<file path="src/rtl/uart_ctrl_pkg.sv">
// Shared types and constants for the UART transmit-side control logic.
// Holds the arbiter state encoding, baud constants and the round-robin search.
package uart_ctrl_pkg;

  localparam int CLK_HZ  = 50_000_000;
  localparam int BAUD    = 115200;
  localparam int BIT_CYC = 434;

  // Widest requester vector the round-robin helper handles.
  localparam int MAX_REQ = 8;

  localparam logic [2:0] ST_IDLE = 3'd0;
  localparam logic [2:0] ST_SEND = 3'd1;
  localparam logic [2:0] ST_WAIT = 3'd2;
  localparam logic [2:0] ST_HOLD = 3'd3;
  localparam logic [2:0] ST_GAP  = 3'd4;

  typedef enum logic [2:0] {
    IDLE = ST_IDLE,
    SEND = ST_SEND,
    WAIT = ST_WAIT,
    HOLD = ST_HOLD,
    GAP  = ST_GAP
  } state_e;

  // First set bit of vec at or after ptr, wrapping modulo MAX_REQ.
  // Unused upper bits of vec must be zero so the wrap matches a narrower vector.
  function automatic logic [2:0] rr_next(input logic [2:0] ptr,
                                         input logic [MAX_REQ-1:0] vec);
    logic [2:0] idx;
    rr_next = ptr;
    for (int k = MAX_REQ - 1; k >= 0; k--) begin
      idx = ptr + 3'(k);
      if (vec[idx]) rr_next = idx;
    end
  endfunction

endpackage

</file>
<file path="src/rtl/uart_rr_pick.sv">
// Combinational circular priority search: index of the first valid requester
// at or after ptr, plus a flag saying whether any requester is valid.
module uart_rr_pick
  import uart_ctrl_pkg::*;
#(
  parameter int N_REQ = 4,
  parameter int IW    = (N_REQ > 1) ? $clog2(N_REQ) : 1
) (
  input  logic [IW-1:0]    ptr,
  input  logic [N_REQ-1:0] vec,
  output logic [IW-1:0]    idx,
  output logic             any
);

  always_comb begin
    idx = IW'(rr_next(3'(ptr), MAX_REQ'(vec)));
    any = |vec;
  end

endmodule

</file>
<file path="src/rtl/uart_tx_arbiter.sv">
// Packet-locked round-robin arbiter sharing one UART byte transmitter among
// N_REQ requesters; bytes of different packets never interleave on the line.
module uart_tx_arbiter
  import uart_ctrl_pkg::*;
#(
  parameter int N_REQ        = 4,
  parameter int GAP_CYCLES   = 16,
  parameter int HOLD_TIMEOUT = 65535,
  localparam int GW          = (N_REQ > 1) ? $clog2(N_REQ) : 1
) (
  input  logic               clk,
  input  logic               rstn,
  input  logic [N_REQ-1:0]   req_valid,
  input  logic [8*N_REQ-1:0] req_data,
  input  logic [N_REQ-1:0]   req_last,
  output logic [N_REQ-1:0]   req_ready,
  output logic [7:0]         tx_data,
  output logic               tx_start,
  input  logic               tx_done,
  output logic [GW-1:0]      grant_id,
  output logic               busy,
  output logic               err_timeout
);

  localparam int              GCW      = (GAP_CYCLES > 0) ? $clog2(GAP_CYCLES + 1) : 1;
  localparam logic [GCW-1:0]  GAP_LAST = GCW'(GAP_CYCLES);
  localparam logic [15:0]     TO_LAST  = 16'(HOLD_TIMEOUT - 1);

  state_e             state_q, state_d;
  logic [GW-1:0]      ptr_q, ptr_d;
  logic [GW-1:0]      grant_q, grant_d;
  logic               last_q, last_d;
  logic [GCW-1:0]     gap_cnt_q, gap_cnt_d;
  logic [15:0]        to_cnt_q, to_cnt_d;
  logic [7:0]         tx_data_q, tx_data_d;
  logic               tx_start_q, tx_start_d;
  logic [N_REQ-1:0]   req_ready_q, req_ready_d;
  logic               busy_q, busy_d;
  logic               err_q, err_d;

  logic [GW-1:0]      pick_idx;
  logic               pick_any;
  logic [GW-1:0]      ptr_after;
  logic               load;

  uart_rr_pick #(
    .N_REQ (N_REQ),
    .IW    (GW)
  ) u_pick (
    .ptr (ptr_q),
    .vec (req_valid),
    .idx (pick_idx),
    .any (pick_any)
  );

  assign ptr_after = (grant_q == GW'(N_REQ - 1)) ? '0 : grant_q + 1'b1;

  // NOTE: every signal written here gets a default first so no path leaves
  // it unassigned; that is what keeps this block free of inferred latches.
  always_comb begin
    state_d   = state_q;
    ptr_d     = ptr_q;
    grant_d   = grant_q;
    last_d    = last_q;
    gap_cnt_d = gap_cnt_q;
    to_cnt_d  = to_cnt_q;
    tx_data_d = tx_data_q;
    err_d     = 1'b0;
    load      = 1'b0;

    unique case (state_q)
      IDLE: begin
        if (pick_any) begin
          grant_d = pick_idx;
          load    = 1'b1;
          state_d = SEND;
        end
      end
      SEND: state_d = WAIT;
      WAIT: begin
        if (tx_done) begin
          if (last_q) begin
            state_d   = GAP;
            ptr_d     = ptr_after;
            gap_cnt_d = '0;
          end else begin
            state_d  = HOLD;
            to_cnt_d = '0;
          end
        end
      end
      HOLD: begin
        if (req_valid[grant_q]) begin
          load    = 1'b1;
          state_d = SEND;
        end else if (to_cnt_q == TO_LAST) begin
          err_d   = 1'b1;
          ptr_d   = ptr_after;
          state_d = IDLE;
        end else if (to_cnt_q != 16'hFFFF) begin
          to_cnt_d = to_cnt_q + 16'd1;
        end
      end
      GAP: begin
        if (gap_cnt_q == GAP_LAST) state_d = IDLE;
        else                       gap_cnt_d = gap_cnt_q + 1'b1;
      end
      default: state_d = IDLE;
    endcase

    // Byte and last flag are captured as the FSM enters SEND so that tx_data
    // is already valid in the tx_start cycle.
    if (load) begin
      tx_data_d = req_data[8*grant_d +: 8];
      last_d    = req_last[grant_d];
    end

    tx_start_d  = load;
    req_ready_d = load ? (N_REQ'(1) << grant_d) : '0;
    busy_d      = (state_d != IDLE);
  end

  // NOTE: state registers use non-blocking assignments so every flop samples
  // the values from before the edge, independent of statement order.
  always_ff @(posedge clk or negedge rstn) begin
    if (!rstn) begin
      state_q     <= IDLE;
      ptr_q       <= '0;
      grant_q     <= '0;
      last_q      <= 1'b0;
      gap_cnt_q   <= '0;
      to_cnt_q    <= '0;
      tx_data_q   <= 8'h00;
      tx_start_q  <= 1'b0;
      req_ready_q <= '0;
      busy_q      <= 1'b0;
      err_q       <= 1'b0;
    end else begin
      state_q     <= state_d;
      ptr_q       <= ptr_d;
      grant_q     <= grant_d;
      last_q      <= last_d;
      gap_cnt_q   <= gap_cnt_d;
      to_cnt_q    <= to_cnt_d;
      tx_data_q   <= tx_data_d;
      tx_start_q  <= tx_start_d;
      req_ready_q <= req_ready_d;
      busy_q      <= busy_d;
      err_q       <= err_d;
    end
  end

  assign req_ready   = req_ready_q;
  assign tx_data     = tx_data_q;
  assign tx_start    = tx_start_q;
  assign grant_id    = grant_q;
  assign busy        = busy_q;
  assign err_timeout = err_q;

endmodule

</file>
<file path="config.mk">
export PLATFORM = sky130hd
export DESIGN_NAME = uart_tx_arbiter
export DESIGN_NICKNAME = d
export VERILOG_FILES = /design/src/rtl/uart_ctrl_pkg.sv /design/src/rtl/uart_rr_pick.sv /design/src/rtl/uart_tx_arbiter.sv
export SDC_FILE = /design/constraint.sdc
export NUM_CORES = 1
export LEC_CHECK = 0
export CELL_PAD_IN_SITES_DETAIL_PLACEMENT = 0
export CELL_PAD_IN_SITES_GLOBAL_PLACEMENT = 1
export CORE_ASPECT_RATIO = 1.4
export CORE_MARGIN = 1.5
export CORE_UTILIZATION = 40
export CTS_CLUSTER_DIAMETER = 30
export DETAILED_ROUTE_END_ITERATION = 12
export PLACE_DENSITY = 0.88
export SKIP_CTS_REPAIR_TIMING = 1
export SKIP_LAST_GASP = 1
export SLEW_MARGIN = 20
export SYNTH_ARGS = -nofsm -noshare
export SYNTH_HDL_FRONTEND = slang
export SYNTH_HIERARCHICAL = 1
export SYNTH_SLANG_ARGS = --single-unit
</file>
<file path="constraint.sdc">
create_clock -name clk -period 7.7 [get_ports clk]
set_clock_uncertainty 0.05 [all_clocks]
set_input_delay 0.77 -clock clk [delete_from_list [all_inputs] [get_ports clk]]
set_output_delay 0.77 -clock clk [all_outputs]
set_load 0.1 [all_outputs]
</file>
## Word-level counts from Yosys, hierarchy flattened

Index checks and enable logic that the tools add are counted.

| word-level totals | value |
|---|---|
| register bits | 44 |
| bits in latches | 0 |
| RAM bits | 0 |
| memory bits (read-only) | 0 |
| bits of input ports | 43 |
| output and inout bits | 17 |
| logic and storage cells | 117 |
| memories | 0 |

| cells by class | value |
|---|---|
| add/subtract/negate cells | 10 |
| multipliers | 0 |
| div/mod/pow operators | 0 |
| order comparisons | 10 |
| equal/unequal tests | 16 |
| shifts and indexed selects | 2 |
| muxes and demuxes | 60 |
| bitwise operators | 0 |
| reductions and logical operators | 8 |

Operators by type and width:

| kind | number |
|---|---|
| $mux W16 | 5 |
| $pmux W16 S2 | 1 |
| $shiftx A32 B6 Y8 | 1 |
| $mux W2 | 15 |
| $lt A3 B4 Y1 const B | 7 |
| $bmux W1 S3 | 7 |
| $mux W3 | 6 |
| $add A16 B1 Y16 const B | 1 |
| $eq A16 B16 Y1 const B | 1 |
| $ne A16 B16 Y1 const B | 1 |
| $ne A2 B2 Y1 const B | 8 |
| $mux W1 | 15 |
| $mux W5 | 3 |
| $pmux W3 S5 | 1 |
| $add A2 B3 Y3 const B | 4 |
| $pmux W5 S2 | 1 |
| $add A2 B2 Y3 const B | 2 |
| $bmux W1 S2 | 3 |
| $eq A3 B2 Y1 const B | 2 |
| $lt A2 B3 Y1 const B | 2 |
| $reduce_and A6 Y1 | 1 |
| $add A5 B1 Y5 const B | 1 |
| $eq A5 B5 Y1 const B | 1 |
| $reduce_and A5 Y1 | 1 |
| 15 further kinds | 16 |

## Depth between registers and ports, before layout

| logic depth | value |
|---|---|
| word-level depth | 15 |
| gate-level depth with buffers | 14 |
| depth with buffers taken out | 11 |

## Modules after synthesis

Netlist, hierarchy kept.

Modules (own cells, without submodules):

| module | instances | cells each | area each (µm²) | sequential area each (µm²) |
|---|---|---|---|---|
| uart_tx_arbiter | 1 | 264 | 2413.6 | 1101.1 |
| uart_rr_pick | 1 | 40 | 311.5 | 0.0 |

## Least setup slack after synthesis

OpenSTA, ideal clock, no wires.

| timing | value |
|---|---|
| path kind | reg2reg |
| start point | reg ptr_q[0] |
| end point | reg tx_data_q[5], in the netlist tx_data[5] |
| setup time | 83 ps |
| data arrival time | 2670 ps |
| required time | 7567 ps |
| path slack | 4897 ps |
| stages on the path, launching flop included | 14 |
| buffers on the path | 3 |
| clock period less this slack | 2803 ps |
| cell sequence | dfrtp_1 > buf_6 > inv_1 > ha_1 > buf_2 > mux2_2 > nor2_1 > o31ai_1 > a22o_1 > mux2i_1 > clkbuf_1 > nand2_1 > a32o_1 > o21ai_0 |

| between the ends | value |
|---|---|
| cells in the longest elaborated chain, start to end | 14 |
| elaborated cells on any way between the ends | 34 |
| those cells by class | 7 x add/sub; 1 x shift; 26 x mux |

RTL lines:

| what | line | text |
|---|---|---|
| start, declared | uart_tx_arbiter.sv:30 | `logic [GW-1:0] ptr_q, ptr_d;` |
| start signal, assigned | uart_tx_arbiter.sv:140 | `ptr_q <= ptr_d;` |
| $add A2 B3 Y3 | uart_ctrl_pkg.sv:33 | `idx = ptr + 3'(k);` |
| $bmux W1 S3 | uart_ctrl_pkg.sv:34 | `if (vec[idx]) rr_next = idx;` |
| $mux W1 (implied by the code) | uart_ctrl_pkg.sv:34 |  |
| $mux W2 (7 in a row) | uart_ctrl_pkg.sv:34 |  |
| $mux W2 * | uart_ctrl_pkg.sv:34 |  |
| named net pick_idx[1] | uart_tx_arbiter.sv:41 | `logic [GW-1:0] pick_idx;` |
| $mux W2 * | uart_tx_arbiter.sv:73 | `if (pick_any) begin` |
| $mux W2 * | uart_tx_arbiter.sv:71 | `unique case (state_q)` |
| $shiftx A32 B6 Y8 * | uart_tx_arbiter.sv:114 | `tx_data_d = req_data[8*grant_d +: 8];` |
| end signal, assigned | uart_tx_arbiter.sv:145 | `tx_data_q <= tx_data_d;` |
| end, declared | uart_tx_arbiter.sv:35 | `logic [7:0] tx_data_q, tx_data_d;` |

The timed path passes the listed nets; every way through them passes the cells marked *. The select of a mux whose other input is x is not followed.
A chain may end at the register's enable or synchronous reset.

## Worst setup path after layout

Ends and elaborated chain as after synthesis.

==> impl_metrics.env <==
export IMPL_timing_final_crit_share_pct=42.55
export IMPL_synth_warnings=6
export IMPL_p_leak_uw=0.001453
export IMPL_grt_usage_pct=18.55
export IMPL_fin_ws_ns=4.424
export IMPL_grt_overflow=0
export IMPL_ys_types=48
export IMPL_grt_pass1_vias=2340
export IMPL_maxCapViolations=0
export IMPL_clockBufferDepth=2
export IMPL_yosysSeqAreaShare_pct=40.40
export IMPL_ff2ff_setup_slack_ns=4.42
export IMPL_fmax_ghz=0.3052
export IMPL_dr_pass1_iters=4
export IMPL_wl_um=6192
export IMPL_hold_violations=0
export IMPL_timing_hold_ws_ns=0.2826
export IMPL_cts_root_buffer="clkbuf_8"
export IMPL_gp_congestion=0.7903
export IMPL_rr_worst_depth=11
export IMPL_antenna_found_initial=0
export IMPL_slew_headroom_pct=27.87
export IMPL_fin_crit_ns=3.276
export IMPL_coreArea_sq_um=6569
export IMPL_slew_violations=0
export IMPL_core_rowCount=35
export IMPL_cpMostUsedCell="inv_1"
export IMPL_viasPerCell=5.493
export IMPL_dp_hpwl_um=4645
export IMPL_cp_arrival_ns=3.46
export IMPL_min_path_type="in -> async"
export IMPL_path_cells="inv_1 -> ha_1 -> mux4_2 -> o31ai_1 -> a221o_1 -> a22oi_2 -> mux2i_1 -> inv_1 -> a21oi_1 -> a32o_1 -> o21ai_0"
export IMPL_dieArea_sq_um=7324
export IMPL_synth_enable_flop_cells=0
export IMPL_syn_avg_cell_area_sq_um=8.964
export IMPL_tritoncts="built"
export IMPL_crit_type="reg -> reg"
export IMPL_vias=2362
export IMPL_layout_nets=405
export IMPL_drcViolationCount=0
export IMPL_cp_max_fo=21
export IMPL_powerDensity_nw_per_um2=436.4
export IMPL_critPathSlowestCell="dfrtp_1"
export IMPL_r2r_end="tx_data[5]$_DFFE_PN0P_"
export IMPL_final_cells=430
export IMPL_syn_area_sq_um=2725
export IMPL_layout_commonest_cell="clkdlybuf4s50_1"
export IMPL_startpoint_type="flop"
export IMPL_insertion_delay_ns=0.31
export IMPL_cts_buffers=5
export IMPL_setup_tns_ns=0
export IMPL_pin_count=60
export IMPL_grt_pass1_wl_um=10730
export IMPL_h_tree_depth=2
export IMPL_fp_dieW_um=72.76
export IMPL_ys_flop_type="dfrtp_1"
export IMPL_crit_required_ns=7.88
export IMPL_n_antenna_cell=0
export IMPL_final_cell_mix="clkdlybuf4s50_1, nand2_1, dfrtp_1, nor2_1, a21oi_1"
export IMPL_setup_viol=0
export IMPL_status="finished clean"
export IMPL_dpl_cell_count=421
export IMPL_clk_pin_slew_ns=0.09
export IMPL_synth_cells=304
export IMPL_fill_cells=621
export IMPL_port_buffers=59
export IMPL_wl_per_cell_um=14.40
export IMPL_vdd_drop_max_v=0.0004297
export IMPL_ant_nets=0
export IMPL_cp_startpoint="ptr_q[0]$_DFFE_PN0P_"
export IMPL_drt_iter0_drc=101
export IMPL_grt_max_degree=45
export IMPL_end_kind="flop"
export IMPL_initial_utilization_pct=41.49
export IMPL_rsz0062_at_grt="false"
export IMPL_die_h_um=100.7
export IMPL_clock_sinks=44
export IMPL_tightest_slew_ns=1.078
export IMPL_async_flop_share_pct=100.0
export IMPL_synth_nets=354
export IMPL_r2r_start="ptr_q[0]$_DFFE_PN0P_"
export IMPL_syn_to_final_growth_pct=26.26
export IMPL_synth_seq_cells=44
export IMPL_pre_cts_slack_ns=4.195
export IMPL_drive_gt1_share_pct=8.708
export IMPL_critPathMaxStageDelay_ns=0.61
-- how the worst max path moves through the flow --
stage	slack, ns	cells past startpoint	to
CTS	4.43	11	tx_data[5]$_DFFE_PN0P_
finish	4.42	11	tx_data[5]$_DFFE_PN0P_
global route	4.10	11	last_q$_DFFE_PN0P_
global placement	4.29	10	last_q$_DFFE_PN0P_
detailed placement	4.20	10	tx_data[2]$_DFFE_PN0P_
floorplan	4.90	13	tx_data[5]$_DFFE_PN0P_
-- metrics by stage --
| step | power, uW | util [%] | cell area (sq um) |
|---|---|---|---|
| after floorplan | 1150 | - | 2725 |
| after global placement | 1342 | 50.65 | 3327 |
| after detailed placement | 1353 | 50.65 | 3327 |
| after CTS | 1513 | 52.08 | 3421 |
| after global routing | 1617 | 52.38 | 3441 |
| final | 1502 | 52.38 | 3441 |
-- critical path, delay by kind of cell (launching register included) --
kind	cells	cell delay [ns]
DFF	1	0.61
adders and majority gates	1	0.46
AOI/OAI and AO/OA	6	1.02
muxes	2	0.41
buffers and inverters	2	0.64
-- where the power goes --
part	internal (uW)	switching, uW	total (uW)
Clock	66.2	88.7	155
Sequential	314	88.8	403
Combinational	319	625	944
Total	699	803	1500
-- sequential cells by signal, indices dropped and copies added (netlist names) --
name and count:
req_ready 4, busy 1, grant_id 2, last_q 1, tx_data 8, state_q 3
err_timeout 1, ptr_q 2, gap_cnt_q 5, tx_start 1, to_cnt_q 16
-- synthesized netlist by cell type (6+ instances only) --
| cell | number | area share (%) |
|---|---|---|
| a211oi_1 | 6 | 1.7 |
| a21oi_1 | 16 | 2.9 |
| a32o_1 | 9 | 3.3 |
| buf_2 | 7 | 1.3 |
| clkbuf_1 | 9 | 1.2 |
| dfrtp_1 | 44 | 40 |
| ha_1 | 7 | 3.2 |
| inv_1 | 12 | 1.7 |
| mux2i_1 | 11 | 4.0 |
| nand2_1 | 51 | 7.0 |
| nand3_1 | 11 | 2.0 |
| nor2_1 | 27 | 3.7 |
| nor3_1 | 6 | 1.1 |
| o21ai_0 | 15 | 2.8 |
| xnor2_1 | 11 | 3.5 |
-- metal layers --
metal  wire length, um  track usage (%)  vias up  share of wire [%]
met5                 0                0        -                  0
met4                92            5.660        0                1.5
met3               346            5.100        9                5.6
met2              3155            33.31       72                 51
met1              2598            21.04     1103                 42
li1                  -                -     1178                  -
-- cells by family after synthesis --
logic type      count (synthesis)  synth area share [%]
flops                          44                 40.40
mux                            18                 7.759
compound gates                 64                 16.30
fa+ha+maj                       7                 3.214
simple gates                  127                 23.00
xor+xnor                       13                 4.178
buf+inv                        31                 5.142
-- area by class of cell --
class | instances | area [sq um] | area share (%)
Multi-Input combinational cell | 229 | 1484 | 43.13
Sequential cell | 44 | 1101 | 32.00
Timing Repair Buffer | 62 | 620.6 | 18.04
Tap cell | 74 | 92.59 | 2.691
Clock buffer | 5 | 68.82 | 2.000
Inverter | 13 | 48.80 | 1.418
Clock inverter | 3 | 25.02 | 0.7273
Power figures use the tool's default switching activity.
==> RTL change: new RTL, same settings <==
Register the output `err_timeout` once more, with the module's reset; this adds one clock of latency there. The other outputs are not delayed to match.
--- a/src/rtl/uart_tx_arbiter.sv
+++ b/src/rtl/uart_tx_arbiter.sv
@@ -157,3 +157,9 @@
   assign busy        = busy_q;
-  assign err_timeout = err_q;
+  always_ff @(posedge clk or negedge rstn) begin
+    if (!rstn) begin
+      err_timeout <= '0;
+    end else begin
+      err_timeout <= err_q;
+    end
+  end
 
Check against the original RTL: same outputs for any inputs over 10 cycles, from zero or initial values and one cycle with rstn low; that may be too few to reach the edited logic, so the function may still have changed.
==> RTL change against the original RTL <==
- area after synthesis rose by 0.92%
- routed wire length fell by 0.11%
- worst setup slack better by 0.024 ns
- power grew 1.0%
- final area is 1.1% higher
- sequential cell count increased by 1
- non-clock buffer count shrank 1
- sequential share of layout area up 0.37 points
- critical path type unchanged
- largest cell class unchanged
- highest routed layer unchanged
==> RTL change: results (changes against the original RTL) <==
- Sequential area share after synthesis: 0.4095 (+0.005423)
- Crit-path slowest cell: dfrtp_1
- Vias per std cell: 5.359 (-2.4%)
- Reg2Reg Depth: 11 (unchanged)
- Pin count of the biggest net entering global routing: 46 (+2.2%)
- Net Sw Power: 0.7977 mW (-0.65%)
- First DRT Iteration DRCs: 97 (-4.0%)
- Status: finished clean
- Layout cells sized above 1: 0.08427 (-0.002809)
- Antenna viol nets, final: 0 (unchanged)
- DP HPWL: 4587 um (-1.2%)
- Clk Latency, worst-skew pair: 0.30 ns
- Syn nets: 355 (+0.28%)
- Max reg flops: 16 (unchanged)
- Post-synth top flop: dfrtp_1
- Post-synth ARST share: 1.000 (unchanged)
- Tightest Hold Check Type: flop to flop
- Slew headroom: 0.2741 (-0.004603)
- Vias in the first global route: 2,330 (-0.43%)
- Nets: 405 (unchanged)
- Fill cell count: 615 (-0.97%)
- Clk slew on worst S/H paths: 0.09 ns (about the same)
- IR drop worst, VDD: 0.0002622 V (-39%)
- Synth cell count leaders: nand2_1 (51), dfrtp_1 (45), nor2_1 (27)
- Initial antenna violation count: 0 (unchanged)
- H-tree depth: 2 (unchanged)
- Biggest register: to_cnt_q
- Drt total wl: 6185 um (-0.11%)
- GPL Wtd Cong: 0.7769 (-1.7%)
- Clk root buf: clkbuf_8
- Arrival time worst endpoint: 3.42 ns (-0.04 ns)
- First-pass GRT wire length: 10,490 um (-2.2%)
- Synth area leaders: dfrtp_1 (41%), nand2_1 (7.0%), mux2i_1 (4.0%)
- R2R Path Start: ptr_q[0]
- Leak: 1.467 nW (+1.0%)
- Gr usage total: 0.1795 (-0.006007)
==> RTL change: cell types whose count changed in the layout (fill, tap and decap cells not counted), sizes merged <==
cell | before | now
clkinvlp | 1 | 0
buf | 4 | 3
dfrtp | 44 | 45
inv | 15 | 13
clkbuf | 5 | 7
clkinv | 0 | 1
==> RTL change: final cells by class <==
class,instances,area share
tap,92,0.03309
clock inverter,1,0.001439
timing repair buffer,61,0.1734
sequential,45,0.3237
multi-input combinational,229,0.4266
clock buffer,7,0.02770
inverter,13,0.01403
==> RTL change: per-layer routing <==
metal,vias up,track usage,part of all wire
li1,1181,-,-
met1,1138,0.2034,0.41
met2,73,0.3259,0.52
met3,9,0.05000,0.058
met4,0,0.04644,0.011
met5,-,0,0
==> RTL change: final timing paths <==
check	endpoint	slack, ns
worst min-delay path	err_timeout	0.31
min in group asynchronous	to_cnt_q[5]	0.41
worst min register to register	err_timeout	0.31
worst max-delay path	tx_data[5]	4.45
worst max register to register	tx_data[5]	4.45
max in group asynchronous	gap_cnt_q[2]	6.80
==> RTL change: worst reg2reg max path: stages (launching register included) <==
cell      delay [ns]
dfrtp_1         0.61
inv_1           0.18
ha_1            0.47
mux4_2          0.40
a211oi_1        0.26
a22o_1          0.15
mux2i_1         0.06
buf_4           0.21
inv_2           0.27
nand2_1         0.10
a32o_1          0.27
o21ai_0         0.15
==> RTL change: power groups by stage <==
stage / clock (mW) / combinational [mW] / sequential, mW
after floorplan: 0 / 0.502 / 0.653
after global placement: 0 / 0.937 / 0.411
after detailed placement: 0 / 0.949 / 0.411
after CTS: 0.169 / 0.952 / 0.409
after global routing: 0.178 / 1.03 / 0.422
final: 0.163 / 0.946 / 0.407
==> RTL change: cell families after synthesis <==
kind of cell / share of synthesized area
multiplexers: 0.07689
adder cells (fa/ha/maj): 0.03185
flip-flops: 0.4095
XOR/XNOR: 0.04140
AND/OR/NAND/NOR: 0.2279
buffers and inverters: 0.05095
AO/OA/AOI/OAI: 0.1615
==> RTL change: per-stage QoR <==
stage	hold WS (ns)	instances	setup slack, ns	cell area (um2)
global placement	0.2902	440	4.290	3374
global route	0.3184	448	4.056	3478
finish	0.3093	448	4.448	3478
CTS	0.3157	448	4.437	3476
detailed placement	0.2949	440	4.185	3374
floorplan	0.2812	305	4.897	2750
